--- src/rtl/key_load_sched_pkg.sv ---
// key_load_sched_pkg: shared types and helpers for the key-expansion scheduler
package key_load_sched_pkg;
  typedef logic ulogic1;
  typedef logic [1:0] ulogic2;
  typedef logic [255:0] ulogic256;
  typedef enum logic [1:0] {KEY128 = 2'b00, KEY192 = 2'b01, KEY256 = 2'b10} key_mode_t;
  localparam ulogic2 KEY_ILLEGAL = 2'b11;
  typedef enum logic [2:0] {IDLE, START, WAIT_LOW, WAIT_HIGH, DONE, ERR} ksched_state_t;
  function automatic int wrap_inc(input int i, input int n);
    return (i + 1 == n) ? 0 : i + 1;
  endfunction
endpackage

--- src/rtl/key_load_sched_arb.sv ---
// rr_arbiter_onehot: round-robin pick starting at ptr_i, one-hot grant plus index
module rr_arbiter_onehot #(
  parameter int N = 2,
  parameter int IW = 1
) (
  input  logic [N-1:0]  req_i,
  input  logic [IW-1:0] ptr_i,
  output logic [N-1:0]  gnt_o,
  output logic [IW-1:0] idx_o,
  output logic          any_o
);
  logic [IW-1:0] js;
  assign any_o = |req_i;
  // scan farthest-first so the requester closest to the pointer wins last
  always_comb begin
    gnt_o = '0;
    idx_o = '0;
    js = '0;
    for (int k = N - 1; k >= 0; k--) begin
      js = IW'((int'(ptr_i) + k) % N);
      if (req_i[js]) begin
        gnt_o = '0;
        gnt_o[js] = 1'b1;
        idx_o = js;
      end
    end
  end
endmodule

--- src/rtl/key_load_sched.sv ---
// key_load_sched: round-robin sharing of one AES key-expansion port, with loaded-key reuse
module key_load_sched
  import key_load_sched_pkg::*;
#(
  parameter int NREQ = 2,
  parameter int TIMEOUT = 64,
  localparam int IDXW = $clog2(NREQ)
) (
  input  logic              clk,
  input  logic              resetL,
  input  logic [NREQ-1:0]   req,
  input  logic [NREQ*256-1:0] req_key,
  input  logic [NREQ*2-1:0] req_mode,
  output logic [NREQ-1:0]   done,
  output logic              hit,
  output logic [NREQ-1:0]   err,
  output logic              busy,
  output logic [IDXW-1:0]   owner,
  output logic              owner_valid,
  output logic              key_start,
  output logic [1:0]        key_mode,
  output logic [255:0]      key,
  input  logic              key_ready
);
  localparam int CNTW = $clog2(TIMEOUT) + 1;
  ksched_state_t state_q, state_d;
  logic [IDXW-1:0] ptr_q, ptr_d, win_q, win_d, owner_q, owner_d, gnt_idx;
  logic [NREQ-1:0] gnt, done_q, err_q;
  logic [CNTW-1:0] cnt_q, cnt_d, cnt_inc;
  ulogic256 key_q, key_d, win_key;
  ulogic2 mode_q, mode_d, win_mode;
  logic ov_q, ov_d, hit_q, hit_d, start_q, busy_q, any_req, cache_hit, tmo;

  rr_arbiter_onehot #(.N(NREQ), .IW(IDXW)) u_arb (
    .req_i(req),
    .ptr_i(ptr_q),
    .gnt_o(gnt),
    .idx_o(gnt_idx),
    .any_o(any_req)
  );

  always_comb begin
    win_key = '0;
    win_mode = '0;
    for (int i = 0; i < NREQ; i++) begin
      win_key |= {256{gnt[i]}} & req_key[256*i +: 256];
      win_mode |= {2{gnt[i]}} & req_mode[2*i +: 2];
    end
  end

  assign cache_hit = ov_q && key_ready && win_key == key_q && win_mode == mode_q;
  assign cnt_inc = cnt_q + 1'b1;
  assign tmo = cnt_inc == CNTW'(TIMEOUT - 1);

  always_comb begin
    state_d = state_q;
    ptr_d = ptr_q;
    win_d = win_q;
    cnt_d = cnt_q;
    key_d = key_q;
    mode_d = mode_q;
    owner_d = owner_q;
    ov_d = ov_q;
    hit_d = 1'b0;
    case (state_q)
      IDLE: if (any_req) begin
        win_d = gnt_idx;
        if (win_mode == KEY_ILLEGAL) state_d = ERR;
        else if (cache_hit) begin
          state_d = DONE;
          hit_d = 1'b1;
        end else begin
          key_d = win_key;
          mode_d = win_mode;
          ov_d = 1'b0;
          state_d = START;
        end
      end
      START: begin
        cnt_d = '0;
        state_d = WAIT_LOW;
      end
      WAIT_LOW, WAIT_HIGH: begin
        cnt_d = cnt_inc;
        if (state_q == WAIT_LOW && !key_ready) state_d = WAIT_HIGH;
        else if (state_q == WAIT_HIGH && key_ready) begin
          state_d = DONE;
          owner_d = win_q;
          ov_d = 1'b1;
        end else if (tmo) state_d = ERR;
      end
      default: begin
        ptr_d = IDXW'(wrap_inc(int'(win_q), NREQ));
        state_d = IDLE;
      end
    endcase
  end

  always_ff @(posedge clk) begin
    if (!resetL) begin
      state_q <= IDLE;
      ptr_q <= '0;
      win_q <= '0;
      cnt_q <= '0;
      key_q <= '0;
      mode_q <= '0;
      owner_q <= '0;
      ov_q <= 1'b0;
      hit_q <= 1'b0;
      done_q <= '0;
      err_q <= '0;
      start_q <= 1'b0;
      busy_q <= 1'b0;
    end else begin
      state_q <= state_d;
      ptr_q <= ptr_d;
      win_q <= win_d;
      cnt_q <= cnt_d;
      key_q <= key_d;
      mode_q <= mode_d;
      owner_q <= owner_d;
      ov_q <= ov_d;
      hit_q <= hit_d;
      done_q <= (state_d == DONE) ? NREQ'(1) << win_d : '0;
      err_q <= (state_d == ERR) ? NREQ'(1) << win_d : '0;
      start_q <= state_d == START;
      busy_q <= state_d != IDLE;
    end
  end

  assign done = done_q;
  assign err = err_q;
  assign hit = hit_q;
  assign busy = busy_q;
  assign owner = owner_q;
  assign owner_valid = ov_q;
  assign key_start = start_q;
  assign key_mode = mode_q;
  assign key = key_q;
endmodule

--- config.mk ---
export PLATFORM = sky130hd
export DESIGN_NAME = key_load_sched
export DESIGN_NICKNAME = d
export VERILOG_FILES = /design/src/rtl/key_load_sched_pkg.sv /design/src/rtl/key_load_sched_arb.sv /design/src/rtl/key_load_sched.sv
export SDC_FILE = /design/constraint.sdc
export NUM_CORES = 1
export LEC_CHECK = 0
export BUFFER_PORTS_ARGS = -buffer_cell sky130_fd_sc_hd__buf_2
export CORE_AREA = 5 5 308 310
export DETAILED_ROUTE_END_ITERATION = 8
export DIE_AREA = 0 0 313 315
export GPL_TIMING_DRIVEN = 0
export PLACE_DENSITY = 0.43
export SYNTH_ARGS = -nofsm -noshare
export SYNTH_HDL_FRONTEND = slang
export SYNTH_SLANG_ARGS = --single-unit
--- constraint.sdc ---
create_clock -name clk -period 3.2 [get_ports clk]
set_input_delay 0.32 -clock clk [delete_from_list [all_inputs] [get_ports clk]]
set_output_delay 0.32 -clock clk [all_outputs]
set_load 0.02 [all_outputs]
# [After elaboration in Yosys (flattened, before gate mapping)]
# Index checks and enable logic that the tools add are counted.
[totals] reg_bits=279 in_bits=521 out_inout_bits=267 wordCells=100
[op_classes] addsub=3 order_cmp=4 n_eq_ne=16 shifts=1 muxes=30 bitwise=12 reduce_logical=21
[op_table] cell="bitwise AND 256 bit" count=2
[op_table] cell="equality test 256 bit" count=1
[op_table] cell="bitwise OR 256 bit" count=1
[op_table] cell="two-way mux 3 bit" count=6
[op_table] cell="two-way mux 1 bit" count=17
[op_table] cell="one-hot mux 7 bit (2 select lines)" count=1
[op_table] cell="!= test 2 bit (second input constant)" count=5
[op_table] cell="one-hot mux 3 bit (3 select lines)" count=1
[op_table] cell="OR reduction 4 bit" count=2
[op_table] cell="adder 7 x 1 -> 7 bit (second input constant)" count=1
[op_table] cell="equality test 7 x 6 -> 1 bit (second input constant)" count=1
[op_table] cell="logical AND 1 bit" count=7
[op_table] cell="equality test 3 x 1 -> 1 bit (second input constant)" count=2
[op_table] cell="equality test 3 x 2 -> 1 bit (second input constant)" count=2
[op_table] cell="equality test 3 bit (second input constant)" count=2
[op_table] cell="NOT 1 bit" count=6
[op_table] cell="AND reduction 6 bit" count=1
[op_table] cell="bitwise AND 2 bit" count=2
[op_table] cell="equality test 2 bit (second input constant)" count=2
[op_table] cell="less-than comparator 1 x 2 -> 1 bit (second input constant)" count=2
[op_table] cell="two-way mux 2 bit" count=2
[op_table] cell="AND reduction 2 bit" count=2
[op_table] cell="AND reduction 4 bit" count=1
[op_table] cell="nonzero test 2 bit" count=2
[op_table] cell="13 further kinds" count=16

# [Depth between registers and ports, before layout]
# Gate-level depths: netlist of run 1.
[depth] word_depth=18 mapped_depth=16 mapped_depth_nobuf=11

# [Cells and area by module]
# A second synthesis of run 1 with hierarchy kept.
[hier_totals] hier_cells=1692 hier_area_um2=16313.1
[modules_own_cells] module="key_load_sched" instances=1 cells_per_inst=1687 area_per_inst_um2=16280.6 seq_area_each_um2=5585.4
[modules_own_cells] module="rr_arbiter_onehot" instances=1 cells_per_inst=5 area_per_inst_um2=32.5 seq_area_each_um2=0.0

# [Worst setup path before layout of run 1]
# Ideal clock, no wire load.
[synth_path] path_kind="input -> register" startpoint="input req[1]" endpoint="register key_q[217], in the netlist key[217]" setup_time_ns=0.123 arrival_ns=2.927 slack_ns=0.149 path_stages=13 cell_sequence="buf_2 > buf_4 > buf_2 > buf_1 > a32oi_1 > a2111oi_0 > nand4_1 > nor4_2 > nand3_1 > o21a_1 > buf_2 > buf_6 > mux2_1"
[synth_between] elab_chain_len=11 word_cells_on_any_way=21 cone_classes="eq/ne: 3; mux: 6; bitwise: 8; reduce/logical: 4"
[synth_rtl] item="start, declared" line="key_load_sched.sv:11" rtl="input logic [NREQ-1:0] req,"
[synth_rtl] item="two-way mux 1 bit (implied by the code) (2 in a row)" line="key_load_sched_arb.sv:21" rtl="if (req_i[js]) begin"
[synth_rtl] item="two-way mux 2 bit (2 in a row)" line="key_load_sched_arb.sv:21"
[synth_rtl] item="bitwise AND 256 bit" line="key_load_sched.sv:46" rtl="win_key |= {256{gnt[i]}} & req_key[256*i +: 256];"
[synth_rtl] item="bitwise OR 256 bit" line="key_load_sched.sv:46"
[synth_rtl] item="equality test 256 bit" line="key_load_sched.sv:51" rtl="assign cache_hit = ov_q && key_ready && win_key == key_q && win_mode == mode_q;"
[synth_rtl] item="logical AND 1 bit (2 in a row)" line="key_load_sched.sv:51"
[synth_rtl] item="NOT 1 bit (no source line)"
[synth_rtl] item="AND reduction 4 bit (no source line)"
[synth_rtl] item="end signal, assigned" line="key_load_sched.sv:119" rtl="key_q <= key_d;"
[synth_rtl] item="end, declared" line="key_load_sched.sv:30" rtl="ulogic256 key_q, key_d, win_key;"
# Several ways; a longest one is shown, not always the timed one. The select of a mux whose other input is x is not followed.
# A chain may end at the register's enable or synchronous reset.

# [Worst setup path in the final report of run 1]
[layout_path] startpoint="input req[1]" endpoint="register key_q[129], in the netlist key[129]"
# The elaborated chain is that of the path after synthesis.

==> results summary, run 1 <==
The overall overflow remaining after global route is 0. Setup repair after global routing could not meet its margin everywhere. The multiplexer share of the synthesized area came out at 14.8%. The worst setup path is launched from a primary input.

Counting every sink on the clock net gives 279. The setup path with the least slack is of type primary input to flop. The via count of the first global-routing pass is 21,000. The setup total negative slack came out at -204,310 ps.

The number of max-slew violations in the final report is 33. For the pin with the worst max-slew slack, the measured transition is between 1500 and 2000 ps. The internal power contribution came out at 8.64 mW.

The total wirelength of the detailed-routed design came out at 176 mm. The static leakage power is 11.5 nW. The final count of hold timing violations is 0.

Summing the areas of all and, or, nand and nor instances in the mapped netlist gives between 20% and 30% of the synthesized area. TritonCTS created 42 clock buffers. The die covers 98,600 sq um. The net count after synthesis is approximately 2,500. The number of design-rule violations left by the first detailed-router iteration is 2,899. The DRC violation count after routing came out at 0. The placeable core area is 91,400 sq um. The post-route worst hold slack came out at 165 ps. Derived from the worst setup path, the maximum achievable clock frequency is 249 MHz.

The post-synthesis cell area is between 15,000 and 20,000 sq um. TritonCTS built the clock tree. The final core utilization came out at 30.1%. After synthesis, the largest family of logic cells by area is simple AND/OR/NAND/NOR gates. The fraction of registers with async set or reset after synthesis is 0%.

The remaining antenna violation count after routing is 0. The area growth from synthesis to layout is 57.7%. The first-pass GRT wire length is between 200 and 250 mm.

The xor and xnor fraction of the mapped netlist area is 7.63%. In the final layout, the share of cells above drive strength 1 is 41.6%. For this run, the detailed router's first-pass iteration total came to 6. The net switching fraction of the power is a little over two fifths.

The wire-length estimate of the detail-placed layout is 137 mm. The initial antenna violation count came out at 32. Dividing the detail-routed via count by the number of cells gives between 5 and 6. The number of synthesized register bits is 279. In this run the number of H-tree levels came out at 2.

The checks that failed: capacitance limit, slew limit, setup timing. The worst supply voltage drop on vdd came out at between 0.0002 and 0.0003 V. Row generation in the floorplan step produced roughly 110 rows.

The mean instance size in the synthesized netlist is 8.81 sq um. Setup violations remaining at the end of the flow were counted as ~270. The post-layout minimum cycle time came out at 4020 ps. The average wire per cell in the routed design came out at 42.8 um. During synthesis, Yosys emitted a total of 0 warnings.

Routability-driven placement finished with a final weighted congestion of between 0.9 and 1. The tightest slew margin relative to the limit is -9.03%. After layout, the worst path uses 126% of the clock period. The source-to-sink clock delay at the later pin of the worst-skew pair is 590 ps. The hold-fix buffer count after cts came out at 0.

The combined global-route utilization of all metal layers came out at 33.3%. The worst path required time came out at ~3700 ps. After Yosys synthesis, full adders, half adders and majority gates account for 0.143% of the synthesized area. Yosys mapped the design onto 60 distinct sky130hd cell types. The peak fanout along the critical path came out at 10.

The maximum number of pins on one net before global-route repair came out at 11. After clock tree synthesis, the clock-pin slew on the worst setup and hold paths is 60 ps. The compound-cell area share of the yosys netlist is 19.3%. Synthesis produced a netlist whose cell count is 1,980. The switching power came out at 6.41 mW. The proportion of synthesized chip area in sequential cells came out at roughly a third. The run finished, with violations left.

After the last flow step, the layout net total stands at 3,394. Measured along the x axis, the die boundary spans 313 um. The critical path arrival is 4470 ps. The share of total power in sequential cells is 28.6%. In the post-route analysis, the smallest setup slack over all paths is -816 ps. The tool flagged a number of max-cap violations equal to 3. The number of I/O pins came out at around 790. The worst-case setup slack after placement came out at -3300 ps. The path class of the tightest hold or removal check is primary input to flop. The worst setup path is captured at a flop. The final worst clock skew came out at 29.6 ps. From bottom edge to top edge, the die measures 315 um. The share of total power in the clock network came out at 30.9%. The maximum clock insertion buffer count came out at 3. The total number of vias is between 20,000 and 25,000. Once the floorplan was initialized, standard cells occupied roughly a fifth of the core. Among all flip-flop cells after synthesis, the most frequent one is sky130_fd_sc_hd__dfxtp_1. The combinational group share of total power is 40.5%. The total power per unit cell area came out at 547 nW/um^2. The root buffer cell is sky130_fd_sc_hd__clkbuf_16. The number of enable flip-flop cells after synthesis is 0. The number of buffer cells added on primary ports came out at between 700 and 800.
==> power by group through the flow <==
stage          clock network (mW)  registers (mW)  logic (mW)
6_report                     4.65            4.30        6.10
5_1_grt                      4.79            4.33        6.17
4_1_cts                      4.66            4.27        5.67
3_5_place_dp                    0            4.33        5.17
3_3_place_gp                    0            4.32        5.16
2_1_floorplan                   0            4.61        2.10
==> worst paths after layout <==
check | from | end | slack [ps] | depth (start not counted)
worst max-delay path | req[1] | key[129]$_SDFFE_PN0P_ | -820 | 15
worst min-delay path | req_key[245] | key[245]$_SDFFE_PN0P_ | 170 | 4
worst max register to register | ptr_q$_SDFFE_PN0N_ | key[129]$_SDFFE_PN0P_ | -790 | 17
worst min register to register | key[101]$_SDFFE_PN0P_ | key[101]$_SDFFE_PN0P_ | 480 | 2
==> synthesized netlist by cell type, types with 6 or more instances <==
library cell,n,area (sq um)
sky130_fd_sc_hd__and2_1,8,50.1
sky130_fd_sc_hd__o2bb2ai_1,22,193
sky130_fd_sc_hd__nor3_1,10,50.1
sky130_fd_sc_hd__o221ai_1,8,70.1
sky130_fd_sc_hd__xor2_1,18,158
sky130_fd_sc_hd__mux2i_1,257,2570
sky130_fd_sc_hd__a32oi_1,215,1880
sky130_fd_sc_hd__clkbuf_1,66,248
sky130_fd_sc_hd__buf_6,28,315
sky130_fd_sc_hd__a21oi_1,13,65.1
sky130_fd_sc_hd__a22oi_1,36,270
sky130_fd_sc_hd__a221o_1,6,60.1
sky130_fd_sc_hd__a32o_1,11,110
sky130_fd_sc_hd__buf_1,18,67.6
sky130_fd_sc_hd__buf_2,55,275
sky130_fd_sc_hd__inv_1,19,71.3
sky130_fd_sc_hd__nor4_1,47,294
sky130_fd_sc_hd__nand3_1,6,30.0
sky130_fd_sc_hd__nand2b_1,246,1540
sky130_fd_sc_hd__dfxtp_1,279,5590
sky130_fd_sc_hd__o22ai_1,27,169
sky130_fd_sc_hd__o21ai_0,8,40.0
sky130_fd_sc_hd__nand2_1,297,1110
sky130_fd_sc_hd__nor2_1,32,120
sky130_fd_sc_hd__xnor2_1,134,1170
sky130_fd_sc_hd__a221oi_1,11,96.3
sky130_fd_sc_hd__nand4_1,19,119
sky130_fd_sc_hd__o2111ai_1,6,52.6
sky130_fd_sc_hd__buf_4,10,75.1
sky130_fd_sc_hd__a22o_1,9,78.8
==> per-stage QoR <==
stage / total power, mW / area (sq um) / std cells
after global routing: 15.3 / 27500 / 4088
after CTS: 14.6 / 26100 / 4056
final: 15.0 / 27500 / 4103
after floorplan: 6.70 / 17400 / 1980
after detailed placement: 9.49 / 22900 / 3953
after global placement: 9.48 / 22900 / 3951
==> state kept, by name (all words and copies together) (netlist names), 2 cells and up <==
name / cells
key_mode: 2
err: 2
state_q: 3
done: 2
cnt_q: 7
key: 256
==> layout by cell type, fill, tap and decap left out, drive strengths merged, types with 13 or more instances in the layout <==
cell type	Yosys	layout
clkbuf	66	138
xor2	18	18
nor4	48	48
nand4	19	19
dfxtp	279	279
o2bb2ai	22	22
nor2	32	32
inv	19	20
a32oi	215	215
xnor2	134	134
mux2i	257	257
buf	111	948
o22ai	27	27
diode	0	17
a22oi	36	36
nand2	297	297
a21oi	13	13
nand2b	247	247
==> logic make-up (layout without fill, tap and decap cells) <==
| logic type | Yosys count | after routing |
|---|---|---|
| AOI/OAI and AO/OA | 405 | 405 |
| xor gates and xnor gates | 152 | 152 |
| adders and majority gates | 2 | 2 |
| buffers and inverters | 196 | 1116 |
| DFF | 279 | 279 |
| muxes | 258 | 258 |
| other | 0 | 17 |
| and+or+nand+nor | 688 | 688 |
==> cell type report <==
class / instances / area (sq um)
fillers: 9923 / 63900
multi-input cells: 1505 / 12500
flip-flops and latches: 279 / 5590
repair buffers: 847 / 4610
plain buffers: 177 / 1870
well taps: 1186 / 1480
clock buffers: 63 / 1230
inverters: 19 / 71.3
clock inverters: 10 / 63.8
diodes: 17 / 42.5
==> repair_timing <==
| action | in CTS | in global routing |
|---|---|---|
| resized for setup | 364 | 164 |
| setup buffers | 28 | 26 |
| pin swaps | 30 | 36 |
| gates cloned | 2 | 4 |
| endpoints found under the setup margin | 268 | 268 |
| endpoints found under the hold margin | 0 | 0 |
==> worst max-delay path, stage by stage <==
cell	delay, ps
sky130_fd_sc_hd__buf_2	280
sky130_fd_sc_hd__buf_2	460
sky130_fd_sc_hd__buf_2	610
sky130_fd_sc_hd__a32oi_2	320
sky130_fd_sc_hd__xnor2_2	290
sky130_fd_sc_hd__nor4_1	270
sky130_fd_sc_hd__nand4_1	250
sky130_fd_sc_hd__nor4_4	400
sky130_fd_sc_hd__nand4_1	180
sky130_fd_sc_hd__buf_6	160
sky130_fd_sc_hd__o21a_4	210
sky130_fd_sc_hd__buf_12	150
sky130_fd_sc_hd__buf_6	170
sky130_fd_sc_hd__buf_8	190
sky130_fd_sc_hd__mux2i_1	140
==> metal layers <==
metal  track usage [%]  vias to the layer above  wire length (um)
li1                  -                     9156                 -
met1              42.4                    11100             70400
met2              51.9                     1592             77300
met3              10.1                      348             18600
met4              14.9                       24              9370
met5                 0                        -               147
No activity file was read; power rests on OpenSTA's default activity.
==> run 2: changes to the inputs <==
--- a/config.mk
+++ b/config.mk
@@ -5,12 +5,13 @@
 export SDC_FILE = /design/constraint.sdc
 export NUM_CORES = 1
 export LEC_CHECK = 0
+export ABC_AREA = 1
 export BUFFER_PORTS_ARGS = -buffer_cell sky130_fd_sc_hd__buf_2
-export CORE_AREA = 5 5 308 310
+export CORE_AREA = 5 5 303 305
 export DETAILED_ROUTE_END_ITERATION = 8
-export DIE_AREA = 0 0 313 315
+export DIE_AREA = 0 0 308 310
 export GPL_TIMING_DRIVEN = 0
-export PLACE_DENSITY = 0.43
+export PLACE_DENSITY = 0.44
 export SYNTH_ARGS = -nofsm -noshare
 export SYNTH_HDL_FRONTEND = slang
 export SYNTH_SLANG_ARGS = --single-unit
==> results summary, run 2 <==
The tightest slew margin relative to the limit came out at 0.438% (was -9.03%). The area of the die is 95,500 sq um (was 98,600 sq um). The worst supply voltage drop on vdd was 0.000330 V (was 0.000292 V). The remaining antenna violation count after routing is 0 (unchanged). The DRC violation count after routing is 0 (unchanged). The minimum setup slack among reg-to-reg paths is -240 ps (was -790 ps). The startpoint class of the critical path is a flop (was primary input).

The fraction of registers with async set or reset after synthesis is 0% (unchanged). Top cell types by occurrence after synthesis: 994 x sky130_fd_sc_hd__nand2_1, 571 x sky130_fd_sc_hd__nand3_1, 291 x sky130_fd_sc_hd__inv_1, 279 x sky130_fd_sc_hd__dfxtp_1, 269 x sky130_fd_sc_hd__o21ai_0 (was 297 x sky130_fd_sc_hd__nand2_1, 279 x sky130_fd_sc_hd__dfxtp_1, 257 x sky130_fd_sc_hd__mux2i_1, 246 x sky130_fd_sc_hd__nand2b_1, 215 x sky130_fd_sc_hd__a32oi_1). The transition time of the tightest slew-check pin came to 1490 ps (was 1640 ps). Violated checks: capacitance limit, setup timing (was capacitance limit, slew limit, setup timing). The net count after synthesis came out at 3,611 (was 2,503).

The mean instance size in the synthesized netlist is 5.82 sq um (was 8.81 sq um). Commonest cells after routing, fill and taps aside: 908 x sky130_fd_sc_hd__nand2_1, 808 x sky130_fd_sc_hd__buf_2, 507 x sky130_fd_sc_hd__nand3_1 (was 798 x sky130_fd_sc_hd__buf_2, 296 x sky130_fd_sc_hd__nand2_1, 278 x sky130_fd_sc_hd__dfxtp_1). The compound-cell area share of the yosys netlist is 15.9% (was 19.3%). The number of flip-flops under the largest register name came out at 256 (unchanged). The peak fanout along the critical path is 10 (unchanged). The total of fill cells in the finished design is 10,100 (was 9,923). The source-to-sink clock delay at the later pin of the worst-skew pair is 620 ps (was 590 ps). The total number of vias came out at 26,800 (was 22,300). The maximum clock insertion buffer count came out at 3 (unchanged). The internal power contribution was 9.85 mW (was 8.64 mW). The number of enable flip-flop cells after synthesis came out at 0 (unchanged). The final worst clock skew is 45.7 ps (was 29.6 ps).

The category of the most critical setup path was flop to flop (was primary input to flop). The number of cells traversed by the worst register-to-register path is 23 (was 17). The type of the most critical hold path is primary input to flop (unchanged). The total cell area at the placement stage came out at 23,400 sq um (was 22,900 sq um). The final clock period utilization by the worst path came out at 108% (was 126%). The top cell type by total area after synthesis is sky130_fd_sc_hd__dfxtp_1 (unchanged). The count of H-tree levels built during CTS came to 2 (unchanged). Outcome: complete, but fails checks (unchanged). The highest clock rate is 291 MHz (was 249 MHz). The most numerous cell in the Yosys netlist is sky130_fd_sc_hd__nand2_1 (unchanged). The via count of the first global-routing pass is 24,700 (was 21,000). The endpoint type of the worst setup path is a flop (unchanged).

The post-synthesis cell area is 18,000 sq um (was 17,400 sq um). The adder and majority cell fraction of the synthesized area is 0.139% (was 0.143%). The end of the critical path was key[179]$_SDFFE_PN0P_ (was key[129]$_SDFFE_PN0P_).

The initial antenna violation count came out at 61 (was 32). The root buffer cell is sky130_fd_sc_hd__clkbuf_16 (unchanged). The final core utilization is 31.5% (was 30.1%). The dominant combinational cell family by area after synthesis is simple AND/OR/NAND/NOR gates (unchanged). The total power per unit cell area was 664 nW/um^2 (was 547 nW/um^2). The detailed-routing iteration count for the pre-antenna-repair pass was 9 (was 6). The share of post-route cells with drive strength above 1 came out at 31.8% (was 41.6%). The number of I/O pins was 788 (unchanged). The die outline height is 310 um (was 315 um).

The number of buffer cells added on primary ports is 784 (was 785). The critical register-to-register path startpoint was ptr_q$_SDFFE_PN0N_ (unchanged). The end of the worst register-to-register path was key[179]$_SDFFE_PN0P_ (was key[129]$_SDFFE_PN0P_). Setup repair after global routing missed its margin: yes (unchanged). The xor and xnor fraction of the mapped netlist area came out at 0.536% (was 7.63%). The summed area of non-filler cells in the final layout came out at 28,100 sq um (was 27,500 sq um). The die width is 308 um (was 313 um). The critical path arrival came to 3910 ps (was 4470 ps). The placed wire-length estimate came out at 137 mm (about the same). The share of total power in the clock network is 25.4% (was 30.9%). The total wirelength of the detailed-routed design came out at 179 mm (was 176 mm). The maximum number of pins on one net before global-route repair came out at 12 (was 11). The routability congestion estimate from global placement was 0.959 (was 0.938). The average wire per cell in the routed design is 34.4 um (was 42.8 um). The proportion of synthesized chip area in sequential cells came out at 31.1% (was 32.0%).

The share of total power in sequential cells came out at 25.3% (was 28.6%). The clock sink total was 279 (unchanged). The synthesized instance count is 3,088 (was 1,980). The combined global-route utilization of all metal layers came out at 35.1% (was 33.3%).

The total of endpoints with negative setup slack in the final report is 262 (was 268). The multiplexer share of the synthesized area is 0% (was 14.8%). The dominant register cell in the synthesized netlist is sky130_fd_sc_hd__dfxtp_1 (unchanged). The area added between synthesis and finish came out at 56.3% (was 57.7%). The number of rows created at floorplan was 110 (was 111). The post-synthesis simple-gate area fraction came out at 41.0% (was 20.0%).

Largest cells by area after synthesis: sky130_fd_sc_hd__dfxtp_1 31%, sky130_fd_sc_hd__nand2_1 21%, sky130_fd_sc_hd__nand3_1 16%, sky130_fd_sc_hd__o21ai_0 7.5%, sky130_fd_sc_hd__a21oi_1 7.4% (was sky130_fd_sc_hd__dfxtp_1 32%, sky130_fd_sc_hd__mux2i_1 15%, sky130_fd_sc_hd__a32oi_1 11%, sky130_fd_sc_hd__nand2b_1 8.8%, sky130_fd_sc_hd__xnor2_1 6.7%). The count of warnings emitted by yosys is 0 (unchanged). The placeable core area came out at 89,000 sq um (was 91,400 sq um). The number of max-slew violations in the final report was 0 (was 33). The storage element area came out at 5590 sq um (unchanged). The number of CTS-inserted buffers came out at 41 (was 42). The worst-case setup slack after placement came out at -2220 ps (was -3300 ps). The first-pass GRT wire length is 225 mm (was 217 mm). The switching power came out at 8.81 mW (was 6.41 mW). The area share of the largest cell type after synthesis is 31.1% (was 32.0%). The start point of the critical path is ptr_q$_SDFFE_PN0N_ (was req[1]). The initial cell density of the core came out at 20.2% (was 19.1%). The number of synthesized register bits came to 279 (unchanged).

The commonest non-fill, non-tap cell in the layout is sky130_fd_sc_hd__nand2_1 (was sky130_fd_sc_hd__buf_2). The max-cap violation count is 1 (was 3). The hold-fix buffer count after cts came out at 0 (unchanged).

The static leakage power came to 14.1 nW (was 11.5 nW). The final count of hold timing violations came out at 0 (unchanged). The number of distinct library cells after synthesis is 29 (was 60).

The net switching fraction of the power is 47.2% (was 42.6%). The worst hold path startpoint was req_key[491] (was req_key[245]). The multi-input gate area in the final layout is 11,500 sq um (was 12,500 sq um). The number of design-rule violations left by the first detailed-router iteration came out at 3,000 (was 2,899). The overall overflow remaining after global route is 0 (unchanged). The clock-pin transition on the worst setup and hold timing paths came out at 60 ps (about the same). The final worst-path setup slack came out at -241 ps (was -816 ps). The TritonCTS clock tree is built (unchanged). The worst path required time came out at 3670 ps (was 3650 ps). The total power is 18.7 mW (was 15.0 mW).

The net count of the finished layout came out at 4,484 (was 3,394). The vias per cell is 5.16 (was 5.43). The post-layout minimum cycle time is 3440 ps (was 4020 ps). The combinational group share of total power was 49.4% (was 40.5%).
## run 2: layer usage
layer | GRT usage [%] | up-vias | share of wire, %
met5 | 0 | - | 0.11
met4 | 14.9 | 32 | 4.8
met3 | 8.47 | 341 | 9.9
met2 | 58.2 | 1748 | 46
met1 | 43.9 | 12800 | 39
li1 | - | 11900 | -
## run 2: worst min-delay path by stage
stage                            end  cells past startpoint
3_5_place_dp   cnt_q[5]$_SDFFE_PN0P_                      2
2_1_floorplan     ptr_q$_SDFFE_PN0N_                      1
5_1_grt        key[235]$_SDFFE_PN0P_                      5
3_3_place_gp   cnt_q[5]$_SDFFE_PN0P_                      2
4_1_cts        key[235]$_SDFFE_PN0P_                      5
6_report       key[235]$_SDFFE_PN0P_                      5
## run 2: timing repair
action | 4_1_cts | 5_1_grt
endpoints found under the setup margin | 268 | 264
resized for setup | 532 | 163
pin swaps | 29 | 51
buffers inserted | 21 | 9
cloned | 12 | 3
## run 2: power groups by stage
stage	logic (mW)	registers, mW	clock network, mW
CTS	8.69	4.68	4.77
detailed placement	7.47	4.73	0
global route	9.55	4.78	4.87
floorplan	2.80	5.45	0
global placement	7.46	4.73	0
finish	9.21	4.71	4.74
## run 2: kinds of logic after synthesis
| family | after synthesis |
|---|---|
| AND/OR/NAND/NOR | 1756 |
| AO/OA/AOI/OAI | 566 |
| buffers and inverters | 474 |
| flip-flops | 279 |
| XOR/XNOR | 11 |
| adder cells (fa/ha/maj) | 2 |
## run 2: worst max-delay path, stage by stage (launching register included)
cell and delay, ps:
sky130_fd_sc_hd__dfxtp_4 390, sky130_fd_sc_hd__inv_6 90, sky130_fd_sc_hd__nand2_8 100, sky130_fd_sc_hd__buf_12 180
sky130_fd_sc_hd__buf_12 160, sky130_fd_sc_hd__nand3_4 90, sky130_fd_sc_hd__nand2_4 80, sky130_fd_sc_hd__nand2_4 100
sky130_fd_sc_hd__nand2_8 80, sky130_fd_sc_hd__nor2_4 180, sky130_fd_sc_hd__nand2_2 110, sky130_fd_sc_hd__nor2_4 190
sky130_fd_sc_hd__nand2_4 110, sky130_fd_sc_hd__nor2_4 110, sky130_fd_sc_hd__nand2_4 80, sky130_fd_sc_hd__nor2_4 200
sky130_fd_sc_hd__nand3_4 120, sky130_fd_sc_hd__nand3_4 110, sky130_fd_sc_hd__buf_12 130, sky130_fd_sc_hd__buf_12 150
sky130_fd_sc_hd__buf_16 180, sky130_fd_sc_hd__buf_12 110, sky130_fd_sc_hd__buf_16 130, sky130_fd_sc_hd__a21oi_1 70
## run 2: layout make-up
class	count	share of cell area, %
timing repair buffer	830	16.9
clock buffer	63	4.38
clock inverter	8	0.267
inverter	294	3.97
sequential	279	19.9
antenna	30	0.267
tap	1176	5.24
multi-input combinational	2335	41.0
buffer	180	8.05
## run 2: stage by stage
stage	instances	hold WS (ps)	TNS (ps)
after detailed placement	5049	459	-511620
after global placement	5048	459	-495920
after global routing	5178	146	-61310
after CTS	5153	111	-39570
after floorplan	3088	429	0
final	5195	125	-47960
